**src/rtl/ping_pong_arbiter_if.sv**
```systemverilog
// Bundle between the ping-pong arbiter, its two requesters and the shared
// ping-pong counter. The arbiter takes the slave view; the environment
// (requesters plus counter) takes the master view.
interface ping_pong_arbiter_if #(
    parameter int CNT_W = 4,
    parameter int BNC_W = 4
);
    logic [1:0]       req;
    logic [BNC_W-1:0] bounces_0;
    logic [BNC_W-1:0] bounces_1;
    logic [1:0]       grant;
    logic [1:0]       done;
    logic             busy;
    logic             cnt_enable;
    logic [CNT_W-1:0] cnt_out;
    logic             cnt_direction;

    modport slave (
        input  req, bounces_0, bounces_1, cnt_out, cnt_direction,
        output grant, done, busy, cnt_enable
    );

    modport master (
        output req, bounces_0, bounces_1, cnt_out, cnt_direction,
        input  grant, done, busy, cnt_enable
    );
endinterface

```
**src/rtl/ping_pong_arbiter.sv**
```systemverilog
// Round-robin arbiter for a shared ping-pong counter. The winner asks for a
// number of direction reversals ("bounces"); the arbiter enables the counter
// until that many reversals have been seen, then pulses done to the owner.
// All outputs are decoded from registered state (Moore machine).
module ping_pong_arbiter #(
    parameter int CNT_W = 4,
    parameter int BNC_W = 4
) (
    input  logic                clk,
    input  logic                rst_n,
    ping_pong_arbiter_if.slave  bus
);

    typedef enum logic [1:0] {
        IDLE = 2'd0,
        RUN  = 2'd1,
        DONE = 2'd2
    } state_t;

    state_t           state, state_nxt;
    logic             owner, owner_nxt;      // requester holding the counter
    logic             last, last_nxt;        // requester served most recently
    logic [BNC_W-1:0] remaining, remaining_nxt;
    logic             dir_q, dir_q_nxt;      // direction seen at last count
    logic             pick;
    logic [BNC_W-1:0] pick_cnt;
    logic [1:0]       owner_oh;

    // On contention the requester not served last wins; otherwise whoever asks.
    assign pick     = (bus.req == 2'b11) ? ~last : bus.req[1];
    assign pick_cnt = pick ? bus.bounces_1 : bus.bounces_0;
    assign owner_oh = owner ? 2'b10 : 2'b01;

    // State and service bookkeeping registers.
    always_ff @(posedge clk or negedge rst_n) begin
        if (!rst_n) begin
            state     <= IDLE;
            owner     <= 1'b0;
            last      <= 1'b1;
            remaining <= '0;
            dir_q     <= 1'b1;
        end else begin
            state     <= state_nxt;
            owner     <= owner_nxt;
            last      <= last_nxt;
            remaining <= remaining_nxt;
            dir_q     <= dir_q_nxt;
        end
    end

    // Next-state: arbitrate in IDLE, count reversals in RUN, one-cycle DONE.
    always_comb begin
        state_nxt     = state;
        owner_nxt     = owner;
        last_nxt      = last;
        remaining_nxt = remaining;
        dir_q_nxt     = dir_q;
        case (state)
            IDLE: begin
                if (bus.req != 2'b00) begin
                    owner_nxt     = pick;
                    last_nxt      = pick;
                    remaining_nxt = pick_cnt;
                    dir_q_nxt     = bus.cnt_direction;
                    state_nxt     = (pick_cnt == '0) ? DONE : RUN;
                end
            end
            RUN: begin
                if (!bus.req[owner]) begin
                    // Owner withdrew: release without completion.
                    state_nxt = IDLE;
                    last_nxt  = owner;
                end else if (bus.cnt_direction != dir_q) begin
                    dir_q_nxt = bus.cnt_direction;
                    if (remaining != '0) begin
                        remaining_nxt = remaining - BNC_W'(1);
                    end
                    if (remaining <= BNC_W'(1)) begin
                        state_nxt = DONE;
                    end
                end
            end
            DONE: begin
                state_nxt = IDLE;
            end
            default: begin
                state_nxt = IDLE;
            end
        endcase
    end

    // Output decode from the registered state and owner.
    always_comb begin
        bus.grant      = 2'b00;
        bus.done       = 2'b00;
        bus.busy       = 1'b0;
        bus.cnt_enable = 1'b0;
        case (state)
            RUN: begin
                bus.grant      = owner_oh;
                bus.busy       = 1'b1;
                bus.cnt_enable = 1'b1;
            end
            DONE: begin
                bus.grant = owner_oh;
                bus.done  = owner_oh;
                bus.busy  = 1'b1;
            end
            default: begin
                bus.grant = 2'b00;
            end
        endcase
    end

endmodule

```
**src/flat_wrapper.sv**
```systemverilog
// flat-port wrapper written by rule: the top's interface ports become plain ports
module ping_pong_arbiter_flat 
#(
    parameter int CNT_W = 4,
    parameter int BNC_W = 4
)
  (clk, rst_n, bus_req, bus_bounces_0, bus_bounces_1, bus_cnt_out, bus_cnt_direction, bus_grant, bus_done, bus_busy, bus_cnt_enable);
  ping_pong_arbiter_if #(.CNT_W(CNT_W), .BNC_W(BNC_W)) bus_i ();
  input  logic clk;
  input  logic rst_n;
  input wire logic [$bits(bus_i.req)-1:0] bus_req;
  input wire logic [$bits(bus_i.bounces_0)-1:0] bus_bounces_0;
  input wire logic [$bits(bus_i.bounces_1)-1:0] bus_bounces_1;
  input wire logic [$bits(bus_i.cnt_out)-1:0] bus_cnt_out;
  input wire logic [$bits(bus_i.cnt_direction)-1:0] bus_cnt_direction;
  output wire logic [$bits(bus_i.grant)-1:0] bus_grant;
  output wire logic [$bits(bus_i.done)-1:0] bus_done;
  output wire logic [$bits(bus_i.busy)-1:0] bus_busy;
  output wire logic [$bits(bus_i.cnt_enable)-1:0] bus_cnt_enable;
  assign bus_i.req = bus_req;
  assign bus_i.bounces_0 = bus_bounces_0;
  assign bus_i.bounces_1 = bus_bounces_1;
  assign bus_i.cnt_out = bus_cnt_out;
  assign bus_i.cnt_direction = bus_cnt_direction;
  assign bus_grant = bus_i.grant;
  assign bus_done = bus_i.done;
  assign bus_busy = bus_i.busy;
  assign bus_cnt_enable = bus_i.cnt_enable;
  ping_pong_arbiter #(.CNT_W(CNT_W), .BNC_W(BNC_W)) u_core (.clk(clk), .rst_n(rst_n), .bus(bus_i));
endmodule
```
**config.mk**
```make
export PLATFORM = sky130hd
export DESIGN_NAME = ping_pong_arbiter_flat
export DESIGN_NICKNAME = d
export VERILOG_FILES = /design/src/rtl/ping_pong_arbiter_if.sv /design/src/rtl/ping_pong_arbiter.sv /design/src/flat_wrapper.sv
export SDC_FILE = /design/constraint.sdc
export NUM_CORES = 1
export LEC_CHECK = 0
export ABC_AREA = 0
export CAP_MARGIN = 10
export CORE_ASPECT_RATIO = 0.9
export CORE_MARGIN = 5
export CORE_UTILIZATION = 34
export CTS_CLUSTER_DIAMETER = 200
export DETAILED_ROUTE_END_ITERATION = 12
export PLACE_DENSITY = 0.65
export RECOVER_POWER = 100
export SYNTH_ARGS = -nofsm -noshare
export SYNTH_HDL_FRONTEND = slang
export SYNTH_SLANG_ARGS = --single-unit
```
**constraint.sdc**
```tcl
create_clock -name clk -period 1.9 [get_ports clk]
set_input_delay 0.38 -clock clk [delete_from_list [all_inputs] [get_ports clk]]
set_output_delay 0.38 -clock clk [all_outputs]
set_load 0.02 [all_outputs]
```
==> parameters.txt, run 1 <==
Parameter                              Value

Outcome
  Outcome    finished clean

Clocking
  Number of clock sinks    9
  Clock-pin slew of the registers on the worst-case setup and hold paths    ~0.07 ns
  Bufs on Longest Clock Path    2
  Depth of the CTS H-tree    1
  Cell at the root of the clock tree    sky130_fd_sc_hd__clkbuf_4
  TritonCTS clock tree    built
  Insertion delay of the later-clocked pin in the worst-skew pair    0.27 ns
  Hold buffers post-CTS    0
  Clock buffer count from CTS    3

Critical path
  CP Cell Sequence    clkbuf_1, ha_1, and2b_1, dlygate4sd2_1
  Critical Path Start    u_core.state[1]
  Crit path capture type    output pin
  Dominant delay contributor by cell family on the critical path    buffers and inverters
  Total buffers and inverters traversed by the critical path    2
  Startpoint type of the worst setup path    flip-flop
  CP arrival    1.42 ns
  Slowest cell on the critical path    sky130_fd_sc_hd__dfrtp_1
  Required time of the critical path    1.52 ns
  Crit path largest cell delay    0.37 ns
  Critical R2R Launch    u_core.remaining[1]
  Largest fanout of any net on the critical path    3
  Classification of the worst setup path    flip-flop to output pin

Die
  Width of the die    61.2 um
  Overall die area    0.00343 mm^2
  Core area    0.00222 mm^2
  Overall die height    56.1 um
  Initial Utilization    36.1%
  Top Ports    23
  FP Rows    16

Placement
  I/O Buffers    18
  GPL Wtd Cong    0.806
  Half-perimeter wire length after detailed placement    1.55 mm

Routing
  Residual antenna-violating net count after detailed routing    0
  Number of DRC markers after the initial detailed-route iteration    10
  Count of unresolved DRC violations after routing    0
  Total routed wirelength    1.95 mm
  M1 WL    between 800 and 900 um
  Highest routing layer actually used    met4
  Met2 layer wire length in the routed design    938 um
  Total met3 wirelength after detailed routing    133 um
  Vias per inst    5.13
  Number of vias in the routed layout    779
  TritonRoute pass-1 iters    4
  Routed wire length per instance    12.8 um

Power and ir drop
  Power Dens Cells    1460 mW/mm^2
  Leakage power summed over all cells    0.480 nW
  Worst vdd rail ir drop    approximately 740 uV

Cells and area
  Combined area of the multi-input logic cells    532 um^2
  Share of the core filled with cells in the final layout    49.5%
  Proportion of layout cells with a drive suffix above 1    20.0%
  Area taken by flip-flops and latches    around 230 um^2
  Layout Nets    148
  Antenna diode instance count    0
  Area growth from synthesis to layout    37.1%
  Number of fill cells    220

Run
  Count of max-cap constraint violations    0

Synth
  Register area share after synthesis    28.4%
  Number of storage elements in the synthesis netlist    9
  Count of flip-flops with a built-in enable after synthesis    0
  Count of unique library cells instantiated by Yosys    35
  Number of standard cells after synthesis    94
  Avg Synthesized Cell Area    between 8 and 9 um^2
  Yosys warning total    0
  Post-synth design cell area    802 um^2
  Asr flop ratio synth    100%
  Synthesized Nets    around 120
  Top flip-flop cell by instance count after synthesis    sky130_fd_sc_hd__dfrtp_1

STA
  Max-slew violations    0
  Minimum hold slack    0.499 ns
  Worst Max-Slew Pin Slew    0.477 ns
  RSZ-0062 raised after global routing    no
  Clk_skew    between 0.008 and 0.009 ns
  Minimum clock period    around 1.8 ns
  Final Hold Fails    0
  Post-route clock period utilization    a little over nine tenths
  Setup-violating endpoint count in the final report    0
  Max Fclk    approximately 0.55 GHz
  Slew margin rel.    68.1%
  Summed negative setup slack over all endpoints    0 ns

Global routing
  Global-route congestion overflow total    0
  Global-route wire length before repair    3.17 mm
  Maximum number of pins on one net before global-route repair    11
  Overall routing resource usage    12.3%
  Antenna violations before repair    0
  Via count of the first global-routing pass    713

Min path
  Worst min-delay path class    input pin to asynchronous set/reset pin
-- path summary, 6_finish.rpt --
path,end,slack [ns],cells after the start
hold reg to reg,u_core.dir_q,0.55,2
setup reg to reg,u_core.remaining[1],0.1,6
max in group asynchronous,u_core.dir_q,1.04,1
hold / removal,u_core.owner,0.50,1
setup / recovery,bus_done[0],0.1,4
min in group clk,u_core.dir_q,0.55,2
-- cell usage after synthesis, types with 3 or more instances --
cell type | count | area share, %
sky130_fd_sc_hd__inv_1 | 5 | 2.3
sky130_fd_sc_hd__ha_1 | 5 | 7.8
sky130_fd_sc_hd__mux2i_1 | 5 | 6.2
sky130_fd_sc_hd__a21oi_1 | 6 | 3.7
sky130_fd_sc_hd__o21ai_0 | 3 | 1.9
sky130_fd_sc_hd__nor2_1 | 7 | 3.3
sky130_fd_sc_hd__nand2_1 | 6 | 2.8
sky130_fd_sc_hd__dfrtp_1 | 7 | 22
sky130_fd_sc_hd__nand2b_1 | 3 | 2.3
sky130_fd_sc_hd__o21a_1 | 3 | 2.8
sky130_fd_sc_hd__nor3_1 | 7 | 4.4
sky130_fd_sc_hd__and2_1 | 3 | 2.3
-- timing repair --
| action | 4_1_cts | 5_1_grt |
|---|---|---|
| gates resized for setup | 6 | 5 |
| cloned | 0 | 0 |
| pin swaps | 0 | 1 |
| setup buffers | 0 | 1 |
| setup endpoints to repair | 6 | 4 |
-- where the power goes --
group	switching (W)	leakage (nW)	internal, W
clock network	0.0000747	0.0150	0.0000812
logic	0.000544	0.362	0.000502
registers	0.0000974	0.103	0.000305
total	0.000716	0.480	0.000889
-- cells in the final DEF, fill, tap and decap left out, drive strengths merged, types with 2 or more instances in the layout --
cell type      instances
dfrtp                  7
and2                   3
clkbuf                 9
ha                     5
dfstp                  2
buf                   11
and2b                  2
o211a                  2
nand2b                 3
a21oi                  7
nor3                   7
a31oi                  2
clkdlybuf4s50         11
nand2                  6
nor3b                  2
or4                    2
or2                    2
inv                    5
nand3                  2
a211oi                 2
mux2                   2
dlygate4sd2            4
nor2                   7
mux2i                  5
o21ai                  3
o21a                   3
-- kinds of logic after synthesis --
family          count (synthesis)  share of synthesized area (%)
compound gates                 24                           22.2
buf+inv                        10                           5.93
mux                             7                           9.05
xor+xnor                        1                           1.09
simple gates                   38                           25.6
fa+ha+maj                       5                           7.80
flops                           9                           28.4
-- worst reg2reg max path: stages, from the launching register on --
cell and delay, ns:
sky130_fd_sc_hd__dfrtp_1 0.36, sky130_fd_sc_hd__inv_1 0.08, sky130_fd_sc_hd__ha_1 0.22, sky130_fd_sc_hd__nor3b_1 0.15, sky130_fd_sc_hd__or4_4 0.51, sky130_fd_sc_hd__a21oi_4 0.20
sky130_fd_sc_hd__mux2i_1 0.20
-- flip-flops by register name (all words and copies together) (netlist names) --
register	count
u_core.dir_q	1
u_core.last	1
u_core.owner	1
u_core.remaining	4
u_core.state	2
-- cell type report --
type	instances	share of cell area [%]
Sequential cell	9	20.7
Clock buffer	4	2.39
Inverter	5	1.71
Timing Repair Buffer	32	23.8
Tap cell	27	3.07
Multi-Input combinational cell	75	48.4
-- per-stage QoR --
| step | worst slack, ns | cell area (um^2) | std cells | total power (W) |
|---|---|---|---|---|
| floorplan | 0.0233 | 802 | 94 | 0.00111 |
| global placement | -0.151 | 1080 | 147 | 0.00146 |
| detailed placement | -0.153 | 1080 | 147 | 0.00148 |
| CTS | 0.0116 | 1100 | 151 | 0.00160 |
| global route | 0.0150 | 1100 | 152 | 0.00174 |
| finish | 0.0971 | 1100 | 152 | 0.00161 |
-- metal layers --
layer / up-vias / global-route usage, %
met1: 360 / 15.7
li1: 399 / -
met4: 0 / 5.57
met3: 2 / 3.02
met2: 18 / 19.0
met5: - / 0
Note: power is estimated with default switching activity, not from simulation.
==> run 2: changes to the inputs <==
--- a/config.mk
+++ b/config.mk
@@ -8,12 +8,12 @@
 export ABC_AREA = 0
 export CAP_MARGIN = 10
 export CORE_ASPECT_RATIO = 0.9
-export CORE_MARGIN = 5
 export CORE_UTILIZATION = 34
 export CTS_CLUSTER_DIAMETER = 200
 export DETAILED_ROUTE_END_ITERATION = 12
-export PLACE_DENSITY = 0.65
+export PLACE_DENSITY = 0.6
 export RECOVER_POWER = 100
+export REMOVE_ABC_BUFFERS = 1
 export SYNTH_ARGS = -nofsm -noshare
 export SYNTH_HDL_FRONTEND = slang
 export SYNTH_SLANG_ARGS = --single-unit
==> parameters.txt, run 2 (same netlist as run 1, synthesis figures left out) <==
Parameter                              Value

Cells and area
  Antenna diode instance count    0
  Post-route cell area    0.00111 mm^2
  Largest register FFs    4
  Layout Nets    147
  Commonest cells after routing, fill and taps aside    11 x sky130_fd_sc_hd__clkdlybuf4s50_1, 10 x sky130_fd_sc_hd__buf_4, 7 x sky130_fd_sc_hd__nor2_1, 7 x sky130_fd_sc_hd__nor3_1, 7 x sky130_fd_sc_hd__dfrtp_1
  Proportion of layout cells with a drive suffix above 1    between 20% and 30%
  Registers with the highest flip-flop counts    u_core.remaining (4), u_core.state (2)
  Area growth from synthesis to layout    38.1%
  Final standard cell count with taps included and fillers excluded    around 150
  Most common cell after layout, fill and taps aside    sky130_fd_sc_hd__clkdlybuf4s50_1
  Most flop-heavy register    u_core.remaining

Min path
  Worst min-delay path class    input pin to asynchronous set/reset pin

Power and ir drop
  Power Dens Cells    approximately 1400 mW/mm^2
  Leakage power summed over all cells    0.481 nW
  Worst vdd rail ir drop    739 uV

STA
  Minimum clock period    around 1.8 ns
  Max-slew violations    0
  Slew margin rel.    between 60 and 70%
  Final Hold Fails    0
  Post-route clock period utilization    96.1%
  Setup-violating endpoint count in the final report    0
  Clk_skew    0.00581 ns
  RSZ-0062 raised after global routing    no
  Worst path setup slack after routing    ~0.074 ns
  Worst Max-Slew Pin Slew    0.464 ns
  Max Fclk    0.548 GHz

Placement
  Post-DP Area    0.00108 mm^2
  GPL Wtd Cong    between 0.8 and 0.9
  I/O Buffers    18
  Number of cells after detailed placement    147
  Half-perimeter wire length after detailed placement    around 1.5 mm
  Post-place setup slack    -0.172 ns

Critical path
  Startpoint type of the worst setup path    flip-flop
  CP arrival    1.45 ns
  Cells on worst reg2reg path    6
  Critical R2R Launch    u_core.state[1]
  Required time of the critical path    1.52 ns
  Reg-to-reg endpoint    u_core.remaining[1]
  R2R setup slack    0.12 ns
  Classification of the worst setup path    flip-flop to output pin
  Critical Path Start    u_core.state[0]
  Destination of the critical timing path    bus_grant[1]
  Crit path capture type    output pin
  Largest fanout of any net on the critical path    3

Die
  Initial Utilization    36.4%
  Overall die area    roughly 0.0026 mm^2
  Core area    approximately 0.0022 mm^2
  Width of the die    roughly 53 um
  Top Ports    23
  Overall die height    between 40 and 50 um
  FP Rows    16

Routing
  Total routed wirelength    1.88 mm
  Count of unresolved DRC violations after routing    0
  Residual antenna-violating net count after detailed routing    0
  Number of DRC markers after the initial detailed-route iteration    12
  Vias per inst    5.11
  TritonRoute pass-1 iters    4
  Number of vias in the routed layout    772
  Routed wire length per instance    roughly 12 um

Clocking
  Number of clock sinks    9
  Post-CTS setup buffer count    0
  Clock buffer count from CTS    3
  Clock-pin slew of the registers on the worst-case setup and hold paths    0.06 ns
  Bufs on Longest Clock Path    2
  TritonCTS clock tree    built
  Cell at the root of the clock tree    sky130_fd_sc_hd__clkbuf_4
  Insertion delay of the later-clocked pin in the worst-skew pair    0.26 ns
  Depth of the CTS H-tree    1

Global routing
  Overall routing resource usage    18.0%
  Antenna violations before repair    0
  Via count of the first global-routing pass    between 700 and 800
  Global-route wire length before repair    ~3.2 mm
  Maximum number of pins on one net before global-route repair    10
  Global-route congestion overflow total    0

Run
  Count of max-cap constraint violations    0

Outcome
  Outcome    finished clean
## run 2: cell count changes in the layout (fill, tap and decap cells not counted), sizes merged
cell / change
clkbuf: -2
clkdlybuf4s15: +2
buf: -1
## run 2: metrics by stage
step | setup TNS (ns) | util, % | hold WS [ns] | total power, W
final | 0 | 50.3 | 0.497 | 0.00161
after global placement | -0.500 | 49.3 | 0.531 | 0.00147
after CTS | 0 | 50.1 | 0.437 | 0.00161
after floorplan | -0.450 | - | 0.0844 | 0.00107
after global routing | 0 | 50.3 | 0.528 | 0.00176
after detailed placement | -0.594 | 49.3 | 0.534 | 0.00149
## run 2: worst min path at each step
stage	start	endpoint	slack [ns]	cells past startpoint
after floorplan	rst_n	u_core.owner	0.08	0
final	rst_n	u_core.owner	0.50	1
after global placement	u_core.dir_q	u_core.dir_q	0.53	2
after detailed placement	u_core.dir_q	u_core.dir_q	0.53	2
after global routing	rst_n	u_core.owner	0.53	1
after CTS	rst_n	u_core.owner	0.44	1
## run 2: critical path, cell delays in order, from the launching register on
cell                              delay (ns)
sky130_fd_sc_hd__dfrtp_1                0.35
sky130_fd_sc_hd__inv_1                  0.08
sky130_fd_sc_hd__ha_1                   0.32
sky130_fd_sc_hd__and2_1                 0.16
sky130_fd_sc_hd__clkdlybuf4s15_1        0.28
## run 2: area by class of cell
class | count | area, um^2
Sequential cell | 9 | 228
Clock buffer | 4 | 26.3
Tap cell | 27 | 33.8
Multi-Input combinational cell | 75 | 534
Inverter | 5 | 18.8
Timing Repair Buffer | 31 | 267
Fill cell | 231 | 1090
## run 2: routing by layer
layer	GRT usage, %	vias to the layer above	routed length, um
met5	0	-	0
met4	4.74	0	0
met3	4.76	0	85
met2	32.4	13	906
met1	21.4	359	891
li1	-	400	-
## run 2: timing repair
item,CTS,global route
gates resized for setup,6,4
gates cloned,0,0
setup endpoints to repair,6,4
pin swaps,0,1
hold buffers,0,0
## run 2: power by group
part	leakage, nW	internal [W]	switching (W)
Sequential	0.103	0.000306	0.0000927
Combinational	0.363	0.000518	0.000541
Clock	0.0150	0.0000810	0.0000678
==> run 3: changes to the inputs <==
--- a/config.mk
+++ b/config.mk
@@ -8,10 +8,10 @@
 export ABC_AREA = 0
 export CAP_MARGIN = 10
 export CORE_ASPECT_RATIO = 0.9
-export CORE_UTILIZATION = 34
+export CORE_UTILIZATION = 26
 export CTS_CLUSTER_DIAMETER = 200
 export DETAILED_ROUTE_END_ITERATION = 12
-export PLACE_DENSITY = 0.6
+export PLACE_DENSITY = 0.49
 export RECOVER_POWER = 100
 export REMOVE_ABC_BUFFERS = 1
 export SYNTH_ARGS = -nofsm -noshare
==> parameters.txt, run 3 (same netlist as run 1, synthesis figures left out) <==
Parameter                              Value

Outcome
  Outcome    finished clean

Cells and area
  Number of fill cells    309
  Most common cell after layout, fill and taps aside    sky130_fd_sc_hd__buf_4
  Largest register FFs    4
  Antenna diode instance count    0
  Share of the core filled with cells in the final layout    40.1%
  Post-route cell area    0.00114 mm^2
  Proportion of layout cells with a drive suffix above 1    between 20% and 30%
  Registers with the highest flip-flop counts    u_core.remaining (4), u_core.state (2)
  Commonest cells after routing, fill and taps aside    15 x sky130_fd_sc_hd__buf_4, 11 x sky130_fd_sc_hd__clkdlybuf4s50_1, 7 x sky130_fd_sc_hd__nor2_1, 7 x sky130_fd_sc_hd__nor3_1, 7 x sky130_fd_sc_hd__dfrtp_1
  Area growth from synthesis to layout    42.0%
  Most flop-heavy register    u_core.remaining
  Layout Nets    149

Power and ir drop
  Power Dens Cells    between 1000 and 1500 mW/mm^2
  Relative contribution of the clock network to total power    9.5%
  Part of the total power dissipated in sequential elements    24.5%
  Switching power share of the total    43.6%
  Reported net switching power    0.000716 W
  Combinational share of power    66.0%
  Internal power of the cells    0.000926 W
  Worst vdd rail ir drop    607 uV
  Leakage power summed over all cells    about 0.49 nW
  Power, Total    about 0.0016 W

Critical path
  Crit path largest cell delay    around 0.37 ns
  Startpoint type of the worst setup path    flip-flop
  Classification of the worst setup path    flip-flop to output pin
  CP Cell Sequence    buf_4, ha_1, and2b_1, dlygate4sd2_1
  Required time of the critical path    ~1.5 ns
  Crit path capture type    output pin
  Largest fanout of any net on the critical path    3
  CP arrival    approximately 1.4 ns
  Slowest cell on the critical path    sky130_fd_sc_hd__dfrtp_1

Clocking
  Clock-pin slew of the registers on the worst-case setup and hold paths    0.06 ns
  Cell at the root of the clock tree    sky130_fd_sc_hd__clkbuf_4
  Clock buffer count from CTS    3
  Insertion delay of the later-clocked pin in the worst-skew pair    0.27 ns
  Number of clock sinks    9
  Post-CTS setup buffer count    0
  Depth of the CTS H-tree    1
  TritonCTS clock tree    built
  Bufs on Longest Clock Path    2

Die
  Width of the die    just over 60 um
  Overall die area    between 0.003 and 0.004 mm^2
  Initial Utilization    around 28%
  Overall die height    54.7 um
  Core area    between 0.002 and 0.003 mm^2
  FP Rows    18
  Top Ports    23

STA
  Clk_skew    0.00134 ns
  Setup-violating endpoint count in the final report    0
  RSZ-0062 raised after global routing    no
  Max-slew violations    0
  Slew margin rel.    67.8%
  Worst Max-Slew Pin Slew    0.481 ns
  Worst path setup slack after routing    0.0995 ns
  Post-route clock period utilization    between 90% and 100%
  Final Hold Fails    0
  Minimum clock period    ~1.8 ns
  Max Fclk    0.555 GHz

Global routing
  Antenna violations before repair    0
  Global-route wire length before repair    3.54 mm
  Global-route congestion overflow total    0
  Via count of the first global-routing pass    just under 800
  Overall routing resource usage    14.9%
  Maximum number of pins on one net before global-route repair    10

Placement
  I/O Buffers    18
  Post-place setup slack    -0.169 ns
  Half-perimeter wire length after detailed placement    1.61 mm
  Post-DP Area    approximately 0.0011 mm^2
  GPL Wtd Cong    0.781

Routing
  Count of unresolved DRC violations after routing    0
  Routed wire length per instance    roughly 12 um
  Total routed wirelength    approximately 2 mm
  Number of vias in the routed layout    776
  Number of DRC markers after the initial detailed-route iteration    13
  Vias per inst    4.67
  TritonRoute pass-1 iters    4
  Residual antenna-violating net count after detailed routing    0

Min path
  Worst min-delay path class    input pin to asynchronous set/reset pin

Run
  Count of max-cap constraint violations    0
-- run 3: cell types whose count changed in the layout (fill, tap and decap cells not counted), sizes merged --
cell,delta
clkbuf,-1
clkdlybuf4s15,-2
buf,+5
-- run 3: critical path: cells and delay by family (launching register included) --
family | cells | cell delay (ns)
adder cells (fa/ha/maj) | 1 | 0.18
buffers and inverters | 2 | 0.45
AND/OR/NAND/NOR | 1 | 0.15
flip-flops | 1 | 0.37
-- run 3: cell type report --
cell class	count	area [um^2]	share of cell area, %
multi-input cells	75	539	47.4
repair buffers	33	277	24.3
flip-flops and latches	9	228	20.0
well taps	40	50.0	4.40
clock buffers	4	26.3	2.31
inverters	5	18.8	1.65
-- run 3: path summary, 6_finish.rpt --
kind	cells past startpoint	to	slack, ns	from
setup / recovery	4	bus_done[0]	0.1	u_core.state[1]
hold / removal	1	u_core.owner	0.50	rst_n
setup reg to reg	6	u_core.remaining[1]	0.11	u_core.remaining[0]
hold reg to reg	2	u_core.dir_q	0.55	u_core.dir_q
max in group asynchronous	1	u_core.dir_q	1.05	rst_n
min in group clk	2	u_core.dir_q	0.55	u_core.dir_q
-- run 3: power by group through the flow --
stage	registers [W]	clock network [W]	logic (W)
floorplan	0.000390	0	0.000684
global placement	0.000399	0	0.00112
detailed placement	0.000400	0	0.00113
CTS	0.000398	0.000164	0.00109
global route	0.000418	0.000179	0.00121
finish	0.000402	0.000157	0.00108
-- run 3: timing repair --
item / in CTS / in global routing
resized for setup: 7 / 6
pin swaps: 0 / 1
hold buffers: 0 / 0
endpoints found under the setup margin: 7 / 3
-- run 3: metrics by stage --
| stage | TNS (ns) | instances | hold slack, ns |
|---|---|---|---|
| floorplan | -0.450 | 89 | 0.0844 |
| detailed placement | -0.659 | 162 | 0.541 |
| global placement | -0.774 | 162 | 0.532 |
| global route | 0 | 166 | 0.534 |
| CTS | 0 | 166 | 0.451 |
| finish | 0 | 166 | 0.503 |
-- run 3: layer usage --
metal  wire length (um)  GRT usage [%]
met1                925           18.3
met4                 31           4.92
met5                  0              0
met2                901           24.7
met3                101           4.96
